<file path="config.mk">
export PLATFORM = sky130hd
export DESIGN_NAME = signed_sat_mac_flat
export DESIGN_NICKNAME = d
export VERILOG_FILES = /design/src/rtl/signed_sat_mac_if.sv /design/src/rtl/signed_sat_mac.sv /design/src/flat_wrapper.sv
export SDC_FILE = /design/constraint.sdc
export NUM_CORES = 1
export LEC_CHECK = 0
export CORE_ASPECT_RATIO = 0.6
export CORE_MARGIN = 2
export CORE_UTILIZATION = 35
export CTS_CLUSTER_DIAMETER = 80
export DETAILED_ROUTE_END_ITERATION = 7
export PLACE_DENSITY_LB_ADDON = 0.12
export SKIP_LAST_GASP = 1
export SLEW_MARGIN = 40
export SYNTH_ARGS = -nofsm -noshare
export SYNTH_HDL_FRONTEND = slang
export SYNTH_SLANG_ARGS = --single-unit
</file>
<file path="constraint.sdc">
create_clock -name clk -period 4.6 [get_ports clk]
set_input_delay 0.92 -clock clk [delete_from_list [all_inputs] [get_ports clk]]
set_output_delay 0.92 -clock clk [all_outputs]
set_load 0.02 [all_outputs]
</file>
<file path="src/rtl/signed_sat_mac_if.sv">
// Handshake bundle for the signed saturating MAC: operand stream in,
// frame result stream out.
interface signed_sat_mac_if #(
  parameter int IN_W  = 8,
  parameter int ACC_W = 16
);
  logic                    in_valid;
  logic                    in_ready;
  logic signed [IN_W-1:0]  in_a;
  logic signed [IN_W-1:0]  in_b;
  logic                    out_valid;
  logic                    out_ready;
  logic signed [ACC_W-1:0] out_sum;
  logic                    out_sat;

  // Producer of operand pairs / consumer of results
  modport master (
    output in_valid, in_a, in_b, out_ready,
    input  in_ready, out_valid, out_sum, out_sat
  );

  // The MAC itself
  modport slave (
    input  in_valid, in_a, in_b, out_ready,
    output in_ready, out_valid, out_sum, out_sat
  );
endinterface

</file>
<file path="src/rtl/signed_sat_mac.sv">
// Streaming signed multiply-accumulate. LEN operand pairs per frame are
// multiplied (one register stage), summed with per-step saturation, and the
// frame result is presented with a sticky clamp flag.
module signed_sat_mac #(
  parameter int IN_W  = 8,
  parameter int ACC_W = 16,
  parameter int LEN   = 4
) (
  input  logic                clk,
  input  logic                rst,
  signed_sat_mac_if.slave     bus
);
  localparam int CNT_W = $clog2(LEN + 1);

  typedef enum logic [1:0] {IDLE, ACCUM, DRAIN, OUTPUT} state_t;

  state_t                  state;
  logic                    in_ready_q;
  logic                    out_valid_q;
  logic signed [ACC_W-1:0] out_sum_q;
  logic                    out_sat_q;
  logic [CNT_W-1:0]        count;
  logic signed [ACC_W-1:0] acc;
  logic                    sticky;
  logic signed [ACC_W-1:0] prod_reg;
  logic                    prod_vld;

  logic                    accept;
  logic signed [2*IN_W-1:0] a_ext, b_ext, prod_full;
  logic signed [ACC_W-1:0] prod_ext;
  logic        [ACC_W:0]   sum_wide;
  logic                    ovf;
  logic signed [ACC_W-1:0] acc_next;

  assign accept = bus.in_valid && in_ready_q;

  // Full-width signed product, then sign-extended to the accumulator width
  assign a_ext     = (2*IN_W)'(bus.in_a);
  assign b_ext     = (2*IN_W)'(bus.in_b);
  assign prod_full = a_ext * b_ext;
  assign prod_ext  = ACC_W'(prod_full);

  // One guard bit: overflow shows up as the top two bits disagreeing, and the
  // top bit alone tells which rail to clamp to.
  assign sum_wide = {acc[ACC_W-1], acc} + {prod_reg[ACC_W-1], prod_reg};
  assign ovf      = sum_wide[ACC_W] != sum_wide[ACC_W-1];
  assign acc_next = !ovf            ? sum_wide[ACC_W-1:0] :
                    sum_wide[ACC_W] ? {1'b1, {(ACC_W-1){1'b0}}} :
                                      {1'b0, {(ACC_W-1){1'b1}}};

  assign bus.in_ready  = in_ready_q;
  assign bus.out_valid = out_valid_q;
  assign bus.out_sum   = out_sum_q;
  assign bus.out_sat   = out_sat_q;

  // Product register stage: captures a product on every accepted pair
  always_ff @(posedge clk or posedge rst) begin
    if (rst) begin
      prod_reg <= '0;
      prod_vld <= 1'b0;
    end else begin
      prod_vld <= accept;
      if (accept) prod_reg <= prod_ext;
    end
  end

  // Frame FSM with accumulator; DRAIN waits for the product stage to empty
  // so the published sum includes the last product.
  always_ff @(posedge clk or posedge rst) begin
    if (rst) begin
      state       <= IDLE;
      in_ready_q  <= 1'b1;
      out_valid_q <= 1'b0;
      out_sum_q   <= '0;
      out_sat_q   <= 1'b0;
      count       <= '0;
      acc         <= '0;
      sticky      <= 1'b0;
    end else begin
      if (prod_vld) begin
        acc <= acc_next;
        if (ovf) sticky <= 1'b1;
      end
      case (state)
        IDLE: begin
          if (accept) begin
            count <= CNT_W'(1);
            if (LEN == 1) begin
              state      <= DRAIN;
              in_ready_q <= 1'b0;
            end else begin
              state <= ACCUM;
            end
          end
        end
        ACCUM: begin
          if (accept) begin
            count <= count + CNT_W'(1);
            if (count == CNT_W'(LEN - 1)) begin
              state      <= DRAIN;
              in_ready_q <= 1'b0;
            end
          end
        end
        DRAIN: begin
          if (!prod_vld) begin
            out_sum_q   <= acc;
            out_sat_q   <= sticky;
            out_valid_q <= 1'b1;
            state       <= OUTPUT;
          end
        end
        OUTPUT: begin
          if (bus.out_ready) begin
            out_valid_q <= 1'b0;
            acc         <= '0;
            sticky      <= 1'b0;
            count       <= '0;
            in_ready_q  <= 1'b1;
            state       <= IDLE;
          end
        end
        default: state <= IDLE;
      endcase
    end
  end
endmodule

</file>
<file path="src/flat_wrapper.sv">
// flat-port wrapper written by rule: the top's interface ports become plain ports
module signed_sat_mac_flat 
#(
  parameter int IN_W  = 8,
  parameter int ACC_W = 16,
  parameter int LEN   = 4
)
  (clk, rst, bus_in_valid, bus_in_a, bus_in_b, bus_out_ready, bus_in_ready, bus_out_valid, bus_out_sum, bus_out_sat);
  signed_sat_mac_if #(.IN_W(IN_W), .ACC_W(ACC_W)) bus_i ();
  input  logic clk;
  input  logic rst;
  input wire logic [$bits(bus_i.in_valid)-1:0] bus_in_valid;
  input wire logic [$bits(bus_i.in_a)-1:0] bus_in_a;
  input wire logic [$bits(bus_i.in_b)-1:0] bus_in_b;
  input wire logic [$bits(bus_i.out_ready)-1:0] bus_out_ready;
  output wire logic [$bits(bus_i.in_ready)-1:0] bus_in_ready;
  output wire logic [$bits(bus_i.out_valid)-1:0] bus_out_valid;
  output wire logic [$bits(bus_i.out_sum)-1:0] bus_out_sum;
  output wire logic [$bits(bus_i.out_sat)-1:0] bus_out_sat;
  assign bus_i.in_valid = bus_in_valid;
  assign bus_i.in_a = bus_in_a;
  assign bus_i.in_b = bus_in_b;
  assign bus_i.out_ready = bus_out_ready;
  assign bus_in_ready = bus_i.in_ready;
  assign bus_out_valid = bus_i.out_valid;
  assign bus_out_sum = bus_i.out_sum;
  assign bus_out_sat = bus_i.out_sat;
  signed_sat_mac #(.IN_W(IN_W), .ACC_W(ACC_W), .LEN(LEN)) u_core (.clk(clk), .rst(rst), .bus(bus_i));
endmodule
</file>
[After elaboration in Yosys (flattened, before gate mapping)]
Cells that the tools add are included.
Word-level totals
  input port bits: 20
  register bits after elaboration: 58
Cells by class
  add/sub/neg operators: 2
  multiplexer cells: 26
  reductions and logical operators: 10
  $mul: 1
  equal/unequal tests: 10
  bitwise logic cells: 1
Operators by type and width (count)
  16-bit 2-to-1 mux: 5
  16-bit by 16-bit adder with 17-bit output: 1
  8-bit by 8-bit multiplier with 16-bit output: 1
  2-bit 2-to-1 mux: 5
  1-bit 2-to-1 mux: 9
  3-bit 2-to-1 mux: 3
  3-bit one-hot mux with 3 select lines: 1
  2-bit one-hot mux with 4 select lines: 1
  4-bit AND reduction: 2
  2-bit by 1-bit != test with 1-bit output (second input constant): 3
  5-bit AND reduction: 1
  2-bit == test (second input constant): 2
  2-bit != test (second input constant): 2
  1-bit one-hot mux with 2 select lines: 2
  2-bit nonzero test: 2
  3-bit by 1-bit adder with 3-bit output (second input constant): 1
  3-bit by 2-bit == test with 1-bit output (second input constant): 1
  3-bit AND reduction: 1
  3-bit nonzero test: 1
  2-bit by 1-bit == test with 1-bit output (second input constant): 1
  2-bit logical NOT: 1
  2-bit AND reduction: 1
  1-bit logical AND: 1
  1-bit != test: 1
  1-bit inverter: 1

[Logic depth before layout (Yosys ltp)]
Gate-level depths: netlist (run 1).
  depth after elaboration: 6
  depth in mapped cells: 17
  gate-level depth less buffers: 17

[Worst setup path before layout (run 1)]
OpenSTA, ideal clock, no wires.
  kind: input-to-reg
  from: input bus_in_b[3]
  to: register u_core.prod_reg[15]
  cell stages on the path: 16
  data arrival time: 4.849 ns
  data required time: 4.531 ns
  setup slack: -0.318 ns
  cells stage by stage: and2_1 -> fa_1 -> inv_1 -> fa_1 -> inv_1 -> fa_1 -> inv_1 -> fa_1 -> inv_1 -> ha_1 -> and3_1 -> a21oi_1 -> o21ai_0 -> o211a_1 -> or3_1 -> nand3_1
Between the ends
  word-level cells in the longest chain between the ends: 1
Ends and longest elaborated chain
  from (decl): line flat_wrapper.sv:14  | input wire logic [$bits(bus_i.in_b)-1:0] bus_in_b;
  8-bit by 8-bit multiplier with 16-bit output: line signed_sat_mac.sv:40  | assign prod_full = a_ext * b_ext;
  to (signal assigned): line signed_sat_mac.sv:63  | if (accept) prod_reg <= prod_ext;
  to (decl): line signed_sat_mac.sv:25  | logic signed [ACC_W-1:0] prod_reg;
Every way passes these cells.
A chain may end at the register's enable or synchronous reset.

[Worst setup path after layout (run 1)]
  from: input bus_in_a[5]
  to: register u_core.prod_reg[15]
Between the ends
  word-level cells in the longest chain between the ends: 1
Ends and longest elaborated chain
  from (decl): line flat_wrapper.sv:13  | input wire logic [$bits(bus_i.in_a)-1:0] bus_in_a;
  8-bit by 8-bit multiplier with 16-bit output: line signed_sat_mac.sv:40
Every way passes these cells.

==> results.py, run 1 <==
metrics = {
    "timing": {
        "finClkSkew_ns": 0.0109,
        "min_period_over_period": 0.979,
        "holdWs_ns": 0.483,
        "hold_viol": 0,
        "slew_headroom": 0.606,
        "rsz0062_at_grt": "true",
        "worst_pin_slew_ns": 0.590,
        "finalSetupViolations": 0,
        "slew_viol_final": 0,
        "setup_slack_ns": 0.0962,
        "fmax_mhz": 222,
        "period_needed_ns": 4.50,
    },
    "floorplan": {
        "die_w_um": 169,
        "fp.dieH_um": 103,
        "core_mm2": 0.0161,
        "ios": 39,
        "die-area_mm2": 0.0174,
        "initial_utilization": 0.355,
        "rows": 36,
    },
    "critical_path": {
        "cpPeakStageDelay_ns": 0.53,
        "critPathMaxFanout": 5,
        "start_kind": "input port",
        "cp-end-kind": "flop",
        "critPathSlowestCell": "fa_1",
        "worst_path_most_repeated_cell": "fa_1",
        "crit_chain": "buf_4 -> buf_6 -> and2_4 -> fa_1 -> inv_1 -> fa_1 -> inv_1 -> fa_1 -> inv_1 -> fa_1 -> inv_2 -> ha_4 -> and3_4 -> a21oi_2 -> o21ai_2 -> o211a_1 -> or3_1 -> nand3_1",
        "critPathKind": "input port to flop",
        "path_buf_inv": 6,
        "cp.arrival_ns": 4.77,
        "cp_top_family": "adder cells",
        "crit_required_ns": 4.87,
        "r2r_setup_slack_ns": 1.45,
    },
    "final_layout": {
        "syn_to_final_growth_pct": 25.4,
        "layout_common_cells": "inv_1 (84), dfrtp_1 (57), fa_1 (54)",
        "regArea_mm2": 0.00145,
        "n_fill_cell": 1556,
        "drive_gt1_frac": 0.263,
        "nets": 800,
        "antenna_cells": 0,
        "final_common_cell": "inv_1",
        "multi_input_area_mm2": 0.00407,
    },
    "global_route": {
        "antenna_found_initial": 0,
        "grt_pass1_wl_um": 22100,
        "overflow": 0,
        "grt_max_degree": 35,
        "grt_util_all_layers": 0.161,
        "grt_pass1_vias": 4402,
    },
    "clock_tree": {
        "root_buffer": "clkbuf_16",
        "ctsHoldBuffers": 0,
        "cts_sinks": 58,
        "cts_buffers": 9,
        "clkLatencyLatePin_ns": 0.33,
        "h-tree-depth": 3,
        "clk_pin_slew_ns": 0.05,
        "clock_path_buffers": 2,
        "cts_tree": "done",
    },
    "synth": {
        "netlist.area_leader.share": 0.249,
        "synth.distinct_cells": 60,
        "avgSynthCellArea_um2": 9.79,
        "yosys_warnings": 0,
        "syn_area_mm2": 0.00573,
        "ys.flop_type": "dfrtp_1",
        "ys_top_cells_by_area": "dfrtp_1 (25%), fa_1 (20%), ha_1 (11%), inv_1 (6.2%), and2_1 (4.9%)",
        "syn_inst": 585,
        "synthArstFlopShare": 1.00,
        "synth_area_leader_cell": "dfrtp_1",
        "synth_edf_count": 0,
        "synth.net_count": 712,
        "synth-seq-cells": 58,
        "yosysSeqAreaShare": 0.254,
    },
    "power": {
        "combPwrFrac": 0.693,
        "p_int_w": 0.00293,
        "clkPwrFrac": 0.127,
        "ir_worst_vdd_mv": 0.267,
        "power_density_mw_per_mm2": 727,
        "total_power_w": 0.00522,
        "leakage_nw": 3.40,
        "p_switching_w": 0.00230,
        "switching_share": 0.440,
        "p_seq_frac": 0.180,
    },
    "drt": {
        "drc": 0,
        "drtPass1Iterations": 4,
        "ant_nets": 0,
        "drt_iter0_drc": 155,
        "routedWlPerCell_um": 14.2,
        "vias": 4278,
        "viasPerCell": 4.82,
        "drt_wl_total_um": 12600,
    },
    "worst_hold_path": {
        "hold_path.class": "flop to flop",
    },
    "placement": {
        "pre_cts_slack_ns": -0.851,
        "gp_congestion": 0.801,
        "portBuffers": 38,
        "dp_hpwl_um": 10200,
    },
    "status": {
        "status": "complete, no violations",
    },
    "run": {
        "maxCapViolCount": 0,
    },
}
## worst register-to-register path, stage by stage (launching register included)
cell and delay [ns]:
dfrtp_1 0.39, ha_1 0.25, fa_1 0.43, a211oi_1 0.32
o21ai_0 0.19, a21o_1 0.28, a221oi_4 0.51, o31ai_2 0.14
buf_4 0.22, a31oi_1 0.22, nor2_1 0.08
## through the flow
stage,cell area [um^2],instances,utilization,TNS (ns)
final,7180,887,0.445,0
after global routing,7180,887,0.445,-0.0544
after CTS,7030,886,0.436,0
after detailed placement,6720,868,0.417,-5.65
after global placement,6720,868,0.417,-5.61
after floorplan,5780,585,-,-0.0143
## cell families after synthesis
| group | Yosys count | synth area share |
|---|---|---|
| adder cells (fa/ha/maj) | 110 | 0.313 |
| AO/OA/AOI/OAI | 126 | 0.153 |
| multiplexers | 23 | 0.0450 |
| flip-flops | 58 | 0.254 |
| buffers and inverters | 107 | 0.0721 |
| AND/OR/NAND/NOR | 141 | 0.132 |
| XOR/XNOR | 20 | 0.0306 |
## path summary, 6_finish.rpt
path	from	to	cells past startpoint
worst max-delay path	bus_in_a[5]	u_core.prod_reg[15]	18
worst min-delay path	u_core.bus.out_sat	u_core.bus.out_sat	2
worst max register to register	u_core.prod_reg[0]	u_core.acc[13]	10
worst min register to register	u_core.bus.out_sat	u_core.bus.out_sat	2
max in group asynchronous	rst	u_core.bus.in_ready	3
min in group asynchronous	rst	u_core.bus.out_sum[2]	2
## repair_timing
action,in CTS,in global routing
gates resized for setup,80,59
hold endpoints to repair,0,0
cloned,0,0
setup endpoints to repair,7,6
buffers inserted,2,1
pin swaps,20,27
## per-layer routing
layer,GRT usage,vias up,wire length (um)
met1,0.244,2081,7010
met4,0.0329,0,136
li1,-,2124,-
met3,0.0353,14,448
met2,0.235,59,4980
met5,0,-,0
## power groups by stage
stage	registers, W	logic (W)	clock network, W
2_1_floorplan	0.000993	0.00244	0
3_3_place_gp	0.000948	0.00342	0
3_5_place_dp	0.000953	0.00346	0
4_1_cts	0.000946	0.00351	0.000674
5_1_grt	0.000976	0.00409	0.000701
6_report	0.000939	0.00362	0.000663
## Yosys cell counts (2+ instances only)
cell	instances
a2111oi_0	2
a211o_1	3
a211oi_1	4
a21o_1	13
a21oi_1	17
a21oi_2	14
a31oi_1	5
and2_1	45
and3_1	7
clkbuf_1	8
dfrtp_1	57
fa_1	56
ha_1	51
inv_1	95
maj3_2	3
mux2_2	22
nand2_1	30
nand2b_1	2
nand3_1	3
nand3b_1	3
nor2_1	23
nor2b_1	9
nor3_1	6
nor3b_1	3
o211ai_1	3
o21a_1	7
o21ai_0	38
o21bai_1	2
o31ai_1	3
or3_1	3
xnor2_1	13
xor2_1	7
## final cells by class
| class | count | share of cell area |
|---|---|---|
| well taps | 209 | 0.0364 |
| flip-flops and latches | 58 | 0.202 |
| clock inverters | 3 | 0.00557 |
| multi-input cells | 420 | 0.567 |
| inverters | 96 | 0.0502 |
| clock buffers | 13 | 0.0348 |
| repair buffers | 88 | 0.104 |
No activity file was read; power rests on OpenSTA's default activity.
==> run 2, diff against run 1 <==
--- a/config.mk
+++ b/config.mk
@@ -9,6 +9,7 @@
 export CORE_MARGIN = 2
 export CORE_UTILIZATION = 35
 export CTS_CLUSTER_DIAMETER = 80
+export CTS_CLUSTER_SIZE = 20
 export DETAILED_ROUTE_END_ITERATION = 7
 export PLACE_DENSITY_LB_ADDON = 0.12
 export SKIP_LAST_GASP = 1
==> results of run 2 <==
The final DEF is identical to that of run 1; final timing and power are the same.
==> run 3, diff against run 2 <==
--- a/config.mk
+++ b/config.mk
@@ -13,7 +13,7 @@
 export DETAILED_ROUTE_END_ITERATION = 7
 export PLACE_DENSITY_LB_ADDON = 0.12
 export SKIP_LAST_GASP = 1
-export SLEW_MARGIN = 40
+export SLEW_MARGIN = 5
 export SYNTH_ARGS = -nofsm -noshare
 export SYNTH_HDL_FRONTEND = slang
 export SYNTH_SLANG_ARGS = --single-unit
==> run 3 against run 2 <==
  * Critical path depth unchanged
  * Maximum frequency barely moved
  * Hold slack gained 0.0059 ns
  * Clock skew shrank 0.0031 ns
  * First-iteration DRC count increased by 16%
  * Sequential share of layout area is essentially flat
  * Combinational power hardly changed
  * Clock power shrank 1%
==> results.py, run 3 (synthesized netlist as in run 1, its figures left out) <==
metrics = {
    "global_route": {
        "grt_pass1_vias": 4397,
        "overflow": 0,
        "grt_max_degree": 35,
        "grt_util_all_layers": 0.161,
        "antenna_found_initial": 0,
        "grt_pass1_wl_um": 22000,
    },
    "timing": {
        "slew_viol_final": 0,
        "worst_pin_slew_ns": 0.898,
        "timing.setup.tns_ns": 0,
        "rsz0062_at_grt": "true",
        "hold_viol": 0,
        "finClkSkew_ns": 0.00780,
        "setup_slack_ns": 0.0927,
        "fmax_mhz": 222,
        "min_period_over_period": 0.980,
        "finalSetupViolations": 0,
        "period_needed_ns": 4.51,
        "slew_headroom": 0.401,
    },
    "critical_path": {
        "reg2reg_from": "u_core.prod_reg[0]",
        "path_buf_inv": 6,
        "cp_top_family": "adder cells",
        "critPathMaxFanout": 5,
        "r2r-end": "u_core.acc[13]",
        "critPathKind": "input port to flop",
        "worst_path_most_repeated_cell": "fa_1",
        "r2r_setup_slack_ns": 1.36,
        "cpPeakStageDelay_ns": 0.53,
        "cp.depth": 18,
        "start_kind": "input port",
        "startpoint": "bus_in_a[5]",
        "cp.arrival_ns": 4.77,
        "cp-end-kind": "flop",
        "rr_worst_depth": 9,
        "crit_required_ns": 4.86,
        "crit_chain": "buf_4 -> buf_6 -> and2_4 -> fa_1 -> inv_1 -> fa_1 -> inv_1 -> fa_1 -> inv_1 -> fa_1 -> inv_2 -> ha_4 -> and3_4 -> a21oi_2 -> o21ai_2 -> o211a_1 -> or3_1 -> nand3_1",
        "critPathSlowestCell": "fa_1",
        "critPathCapture": "u_core.prod_reg[15]",
    },
    "power": {
        "power_density_mw_per_mm2": 725,
        "switching_share": 0.439,
        "leakage_nw": 3.40,
        "p_int_w": 0.00292,
        "total_power_w": 0.00520,
        "p_seq_frac": 0.181,
        "ir_worst_vdd_mv": 0.264,
        "p_switching_w": 0.00228,
        "clkPwrFrac": 0.126,
        "combPwrFrac": 0.693,
    },
    "clock_tree": {
        "root_buffer": "clkbuf_16",
        "clkLatencyLatePin_ns": 0.33,
        "cts_sinks": 58,
        "clock_path_buffers": 2,
        "h-tree-depth": 3,
        "cts_tree": "done",
        "cts_buffers": 9,
        "clk_pin_slew_ns": 0.05,
        "ctsHoldBuffers": 0,
    },
    "drt": {
        "ant_nets": 0,
        "routedWlPerCell_um": 14.2,
        "viasPerCell": 4.81,
        "drt_wl_total_um": 12600,
        "vias": 4264,
        "drt_iter0_drc": 180,
        "drc": 0,
        "drtPass1Iterations": 4,
    },
    "floorplan": {
        "core_mm2": 0.0161,
        "die-area_mm2": 0.0174,
        "rows": 36,
        "fp.dieH_um": 103,
        "die_w_um": 169,
        "ios": 39,
        "initial_utilization": 0.355,
    },
    "placement": {
        "pre_cts_slack_ns": -0.851,
        "dp_hpwl_um": 10200,
        "gp_congestion": 0.801,
        "portBuffers": 38,
    },
    "run": {
        "maxCapViolCount": 0,
    },
    "final_layout": {
        "nets": 800,
        "drive_gt1_frac": 0.261,
        "utilization": 0.445,
        "antenna_cells": 0,
        "final_common_cell": "inv_1",
        "syn_to_final_growth_pct": 25.2,
        "layout_common_cells": "inv_1 (84), dfrtp_1 (57), fa_1 (54)",
        "n_fill_cell": 1559,
    },
    "status": {
        "status": "complete, no violations",
    },
    "worst_hold_path": {
        "hold_path.class": "flop to flop",
    },
}
## run 3: cell counts in the layout (fill, tap and decap cells not counted)
Identical to the previous run, type by type.
## run 3: layout make-up
type | instances | area, um^2 | share of cell area
clock buffers | 13 | 250 | 0.0349
clock inverters | 3 | 40.0 | 0.00558
inverters | 96 | 360 | 0.0502
multi-input cells | 420 | 4060 | 0.566
flip-flops and latches | 58 | 1450 | 0.203
well taps | 209 | 262 | 0.0365
repair buffers | 88 | 746 | 0.104
## run 3: per-layer routing
layer	vias to the layer above	GRT usage	routed length (um)
met4	0	0.0388	119
met1	2088	0.244	7150
met2	42	0.234	5030
met3	12	0.0353	259
met5	-	0	0
li1	2122	-	-
## run 3: worst min path at each step
stage,start,end,slack [ns],depth (start not counted)
2_1_floorplan,u_core.prod_reg[12],u_core.prod_reg[12],0.46,2
3_3_place_gp,u_core.bus.out_sat,u_core.bus.out_sat,0.48,2
3_5_place_dp,u_core.bus.out_sat,u_core.bus.out_sat,0.48,2
4_1_cts,u_core.bus.out_sat,u_core.bus.out_sat,0.49,2
5_1_grt,u_core.bus.out_sum[9],u_core.bus.out_sum[9],0.51,1
6_report,u_core.prod_reg[9],u_core.prod_reg[9],0.49,2
## run 3: timing repair
action | 4_1_cts | 5_1_grt
hold endpoints to repair | 0 | 0
cloned | 0 | 0
buffers inserted | 2 | 1
pin swaps | 20 | 27
resized for setup | 80 | 59
endpoints found under the setup margin | 7 | 6
## run 3: per-stage QoR
stage	cell area (um^2)	hold slack (ns)	cells
2_1_floorplan	5780	0.455	585
5_1_grt	7170	0.514	887
3_3_place_gp	6720	0.479	868
3_5_place_dp	6720	0.480	868
6_report	7170	0.489	887
4_1_cts	7030	0.491	886
## run 3: power by group through the flow
stage                     clock, W  combinational, W  sequential (W)
after floorplan                  0           0.00244        0.000993
after global placement           0           0.00342        0.000948
after detailed placement         0           0.00346        0.000953
after CTS                 0.000674           0.00351        0.000947
after global routing      0.000700           0.00407        0.000977
final                     0.000654           0.00360        0.000941
## run 3: worst min-delay path, cell delays in order (launching register included)
cell and delay [ns]:
dfrtp_1 0.34, nand2_1 0.05, o21ai_0 0.06
